[src/rtl/controle_rega_nivel.sv]
// rtl/controle_rega_nivel.sv - sensor conditioning, tank level classification and irrigation FSM
// feeding the 7-segment level/irrigation display driver.
module controle_rega_nivel #(
  parameter int DEB_CYCLES  = 4,
  parameter int MIN_RUN     = 8,
  parameter int DISP_PERIOD = 16
) (
  input  logic Clk,
  input  logic Rst,
  input  logic Sensor_Alto,
  input  logic Sensor_Medio,
  input  logic Sensor_Baixo,
  input  logic Solo_Seco,
  input  logic Temp_Alta,
  output logic Nv_Critico,
  output logic Nv_Baixo,
  output logic Nv_Medio,
  output logic Nv_Alto,
  output logic ERRO,
  output logic Bs,
  output logic Vs,
  output logic Ve,
  output logic Sd
);

  localparam int DW = (DEB_CYCLES < 2) ? 1 : $clog2(DEB_CYCLES + 1);
  localparam int RW = $clog2(MIN_RUN + 1);
  localparam int PW = $clog2(DISP_PERIOD);

  typedef enum logic [1:0] {IDLE, ASPERSAO, GOTEJAMENTO, ENCHER} state_t;

  // Bit order {Alto, Medio, Baixo, Solo_Seco, Temp_Alta}
  logic [4:0]    raw;
  logic [4:0]    sync1_q, sync2_q, deb_q;
  logic [DW-1:0] deb_cnt_q [5];

  // Flag order {Critico, Baixo, Medio, Alto, ERRO}
  logic [4:0]    lvl_q, lvl_d;
  state_t        state_q, state_d;
  logic [RW-1:0] run_cnt_q;
  logic [PW-1:0] disp_cnt_q;
  logic          bs_q, vs_q, ve_q, sd_q;
  logic          fault, drip_pref, run_ok, irrig_q, irrig_d;

  assign raw = {Sensor_Alto, Sensor_Medio, Sensor_Baixo, Solo_Seco, Temp_Alta};

  always_ff @(posedge Clk) begin
    if (Rst) begin
      sync1_q <= '0;
      sync2_q <= '0;
      deb_q   <= '0;
      for (int i = 0; i < 5; i++) deb_cnt_q[i] <= '0;
    end else begin
      sync1_q <= raw;
      sync2_q <= sync1_q;
      for (int i = 0; i < 5; i++) begin
        if (sync2_q[i] == deb_q[i]) begin
          deb_cnt_q[i] <= '0;
        end else if (deb_cnt_q[i] == DW'(DEB_CYCLES - 1)) begin
          deb_q[i]     <= sync2_q[i];
          deb_cnt_q[i] <= '0;
        end else begin
          deb_cnt_q[i] <= deb_cnt_q[i] + 1'b1;
        end
      end
    end
  end

  always_comb begin
    lvl_d = 5'b00001;
    case (deb_q[4:2])
      3'b111:  lvl_d = 5'b00010;
      3'b011:  lvl_d = 5'b00100;
      3'b001:  lvl_d = 5'b01000;
      3'b000:  lvl_d = 5'b10000;
      default: lvl_d = 5'b00001;
    endcase
  end

  assign fault     = lvl_q[4] | lvl_q[0];
  assign drip_pref = deb_q[0] | lvl_q[3];
  assign run_ok    = (run_cnt_q >= RW'(MIN_RUN));

  always_comb begin
    state_d = state_q;
    case (state_q)
      IDLE: begin
        if (fault)                      state_d = ENCHER;
        else if (deb_q[1] && drip_pref) state_d = GOTEJAMENTO;
        else if (deb_q[1])              state_d = ASPERSAO;
      end
      ASPERSAO: begin
        if (fault)                      state_d = ENCHER;
        else if (run_ok && !deb_q[1])   state_d = IDLE;
        else if (run_ok && drip_pref)   state_d = GOTEJAMENTO;
      end
      GOTEJAMENTO: begin
        if (fault)                      state_d = ENCHER;
        else if (run_ok && !deb_q[1])   state_d = IDLE;
        else if (run_ok && !drip_pref)  state_d = ASPERSAO;
      end
      ENCHER: begin
        if (lvl_q[1])                   state_d = IDLE;
      end
      default:                          state_d = IDLE;
    endcase
  end

  assign irrig_q = (state_q == ASPERSAO) || (state_q == GOTEJAMENTO);
  assign irrig_d = (state_d == ASPERSAO) || (state_d == GOTEJAMENTO);

  // Outputs are registered from the next state so they line up with state_q.
  always_ff @(posedge Clk) begin
    if (Rst) begin
      lvl_q      <= 5'b10000;
      state_q    <= IDLE;
      run_cnt_q  <= '0;
      disp_cnt_q <= '0;
      bs_q       <= 1'b0;
      vs_q       <= 1'b0;
      ve_q       <= 1'b0;
      sd_q       <= 1'b0;
    end else begin
      lvl_q   <= lvl_d;
      state_q <= state_d;
      bs_q    <= (state_d == ASPERSAO);
      vs_q    <= (state_d == GOTEJAMENTO);
      ve_q    <= (state_d == ENCHER) && !lvl_q[0];
      if (state_d != state_q) run_cnt_q <= '0;
      else if (!run_ok)       run_cnt_q <= run_cnt_q + 1'b1;
      // Sprinkler<->drip moves keep the display phase running.
      if (irrig_d && irrig_q) begin
        if (disp_cnt_q == PW'(DISP_PERIOD - 1)) begin
          disp_cnt_q <= '0;
          sd_q       <= ~sd_q;
        end else begin
          disp_cnt_q <= disp_cnt_q + 1'b1;
        end
      end else begin
        disp_cnt_q <= '0;
        sd_q       <= 1'b0;
      end
    end
  end

  assign {Nv_Critico, Nv_Baixo, Nv_Medio, Nv_Alto, ERRO} = lvl_q;
  assign Bs = bs_q;
  assign Vs = vs_q;
  assign Ve = ve_q;
  assign Sd = sd_q;

endmodule

[config.mk]
export PLATFORM = sky130hd
export DESIGN_NAME = controle_rega_nivel
export DESIGN_NICKNAME = d
export VERILOG_FILES = /design/src/rtl/controle_rega_nivel.sv
export SDC_FILE = /design/constraint.sdc
export NUM_CORES = 1
export LEC_CHECK = 0
export ABC_AREA = 1
export ABC_CLOCK_PERIOD_IN_PS = 3700
export CAP_MARGIN = 30
export CORE_MARGIN = 3
export CORE_UTILIZATION = 43
export DETAILED_ROUTE_END_ITERATION = 8
export GPL_TIMING_DRIVEN = 0
export SETUP_SLACK_MARGIN = 0.4
export SYNTH_ARGS = -nofsm -noshare
export SYNTH_HDL_FRONTEND = slang
export SYNTH_SLANG_ARGS = --single-unit
[constraint.sdc]
create_clock -name Clk -period 3.7 [get_ports Clk]
set_clock_uncertainty 0.1 [all_clocks]
set_input_delay 0.74 -clock Clk [delete_from_list [all_inputs] [get_ports Clk]]
set_output_delay 0.74 -clock Clk [all_outputs]
set_load 0.02 [all_outputs]
==> impl_metrics.py <==
metrics = {
    "setup_path": {
        "critPathBufInv": 1,
        "endpoint_kind": "output pin",
        "path_class": "reg -> out",
        "path_delay_family": "buffers and inverters",
        "path_cells": "clkdlybuf4s50_1",
        "crit_fanout": 3,
        "worst_setup_path_start_kind": "flip-flop",
        "cp.required_ns": 2.86,
        "max_stage_delay_ns": 0.63,
        "cp_slowest_cell": "clkdlybuf4s50_1",
        "crit_arrival_ns": 1.34,
    },
    "yosys": {
        "ys_seq_elements": 49,
        "synth_ff_type": "dfxtp_1",
        "synth.area.top_cells": "dfxtp_1 (31%), edfxtp_1 (20%), ha_1 (10%)",
        "avgSynthCellArea_um2": 9.09,
        "synth_area_um2": 2210,
        "synth_edf_count": 15,
        "ys_types": 29,
        "yosysMostFrequentCell": "inv_1",
        "yosysTopAreaCell": "dfxtp_1",
        "synth_common_cells": "inv_1 (47), dfxtp_1 (34), nor2_1 (34)",
        "synthArstFlopShare_pct": 0,
        "yosysWarnings": 0,
        "synth.top_cell.area_share_pct": 30.8,
        "synth_seq_area_share_pct": 51.2,
        "netlist_instances": 243,
    },
    "placed_design": {
        "io_buffers": 15,
        "gp_congestion": 0.774,
        "post-dp-hpwl_um": 2590,
        "post-place-ws_ns": 1.31,
    },
    "floorplanning": {
        "initial_core_util_pct": 45.6,
        "ioPinCount": 16,
        "die_area_um2": 6030,
        "die_h_um": 77.7,
        "die_w_um": 77.7,
        "rows": 25,
        "coreArea_um2": 4850,
    },
    "final_layout": {
        "antenna_cells_inserted": 0,
        "nNetsFinal": 304,
        "multi_input_area_um2": 932,
        "nFillCells": 462,
        "regArea_um2": 1130,
        "drive_gt1_share_pct": 10.0,
        "area_growth_pct": 18.2,
    },
    "cts": {
        "root_buffer": "clkbuf_8",
        "cts_buffer_depth": 2,
        "cts_made_buffers": 5,
        "path_clk_slew_ns": 0.09,
        "cts_resized": 0,
        "insertion_delay_ns": 0.30,
        "clock-sinks": 49,
        "cts_setup_buffers": 0,
        "cts_tree": "built",
        "postCtsHoldBufs": 0,
        "htreeDepth": 2,
    },
    "timing": {
        "setup_violations": 0,
        "post-route-period-util_pct": 59.0,
        "hold_ws_ns": 0.305,
        "fin_ws_ns": 1.52,
        "rsz0062_at_grt": "false",
        "fmax_mhz": 458,
        "period_needed_ns": 2.18,
        "maxSlewViolCount": 0,
        "finalHoldViolations": 0,
        "finalSetupTns_ns": 0,
    },
    "power": {
        "p_leak_uw": 0.00113,
        "irDropWorstVdd_mv": 0.334,
        "powerDensity_nw_per_um2": 507,
    },
    "routing": {
        "via_count": 1529,
        "drt_iter0_markers": 31,
        "routedWlPerCell_um": 9.63,
        "viasPerCell": 4.41,
        "drc_errors": 0,
        "drt-total-wl_um": 3340,
        "antenna_left": 0,
        "dr.pass1.iters": 4,
    },
    "run": {
        "cap_violations": 0,
    },
    "global_routing": {
        "grt_use_total_pct": 13.2,
        "antenna_found_initial": 0,
        "grt_pass1_wl_um": 6350,
        "overflow": 0,
        "grt_pass1_vias": 1535,
        "grt_max_degree": 17,
    },
    "outcome": {
        "status": "completed",
    },
    "hold_path": {
        "hold_class": "reg -> reg",
    },
}
==> worst min-delay path, stage by stage (launching register included) <==
cell and delay [ns]:
dfxtp_1 0.31, inv_1 0.04, nor2_1 0.03
==> logic make-up (layout without fill, tap and decap cells) <==
| group | after synthesis | after routing | synth area share [%] |
|---|---|---|---|
| and+or+nand+nor | 92 | 92 | 21.2 |
| buffers and inverters | 52 | 75 | 9.00 |
| DFF | 49 | 49 | 51.2 |
| AOI/OAI and AO/OA | 28 | 28 | 7.08 |
| adders and majority gates | 18 | 18 | 10.2 |
| xor gates and xnor gates | 3 | 3 | 1.19 |
| other | 1 | 15 | 0.170 |
==> per-stage QoR <==
step | area, µm² | total power (µW) | utilization (%) | instances
6_report | 2610 | 1320 | 53.9 | 347
5_1_grt | 2610 | 1420 | 53.9 | 347
4_1_cts | 2610 | 1350 | 53.9 | 347
3_5_place_dp | 2500 | 958 | 51.5 | 339
3_3_place_gp | 2500 | 951 | 51.5 | 339
2_1_floorplan | 2260 | 874 | - | 257
==> report_power, final <==
part	leakage (µW)	switching (µW)	internal, µW
logic	0.000639	186	118
registers	0.000433	38.2	600
clock network	0.0000543	178	202
total	0.00113	403	920
==> layout by cell type, fill, tap and decap left out, types with 7 or more instances in the layout <==
cell and count:
nand3_1 12, inv_1 47, nand2_1 23, dfxtp_1 34, ha_1 18, nor2_1 34
edfxtp_1 15, conb_1 15, a21oi_1 14, o21ai_0 7, clkdlybuf4s50_1 15
==> path summary, 6_finish.rpt <==
kind,from,endpoint,slack (ns),depth (start not counted)
setup / recovery,lvl_q[0],ERRO,1.52,1
hold / removal,sync1_q[4],sync2_q[4],0.31,2
setup reg to reg,state_q[1],disp_cnt_q[3],1.55,13
hold reg to reg,sync1_q[4],sync2_q[4],0.31,2
==> layout make-up <==
class / instances / area share, %
Clock buffer: 5 / 2.64
Inverter: 48 / 6.90
Buffer: 4 / 0.719
Sequential cell: 49 / 43.3
Tap cell: 67 / 3.21
Timing Repair Buffer: 15 / 5.75
Clock inverter: 3 / 1.77
Multi-Input combinational cell: 156 / 35.7
==> sequential cells by signal (all words and copies together) (netlist names) <==
name,flops
run_cnt_q,4
lvl_q,5
deb_cnt_q,15
disp_cnt_q,4
state_q,2
Vs,1
Ve,1
Sd,1
deb_q,5
sync1_q,5
Bs,1
sync2_q,5
==> per-layer routing <==
metal	global-route usage, %	wire, µm	up-vias
li1	-	-	828
met1	15.3	1650	681
met2	22.7	1530	13
met3	3.48	92	7
met4	5.52	62	0
met5	0	0	-
No activity file was read; power rests on OpenSTA's default activity.
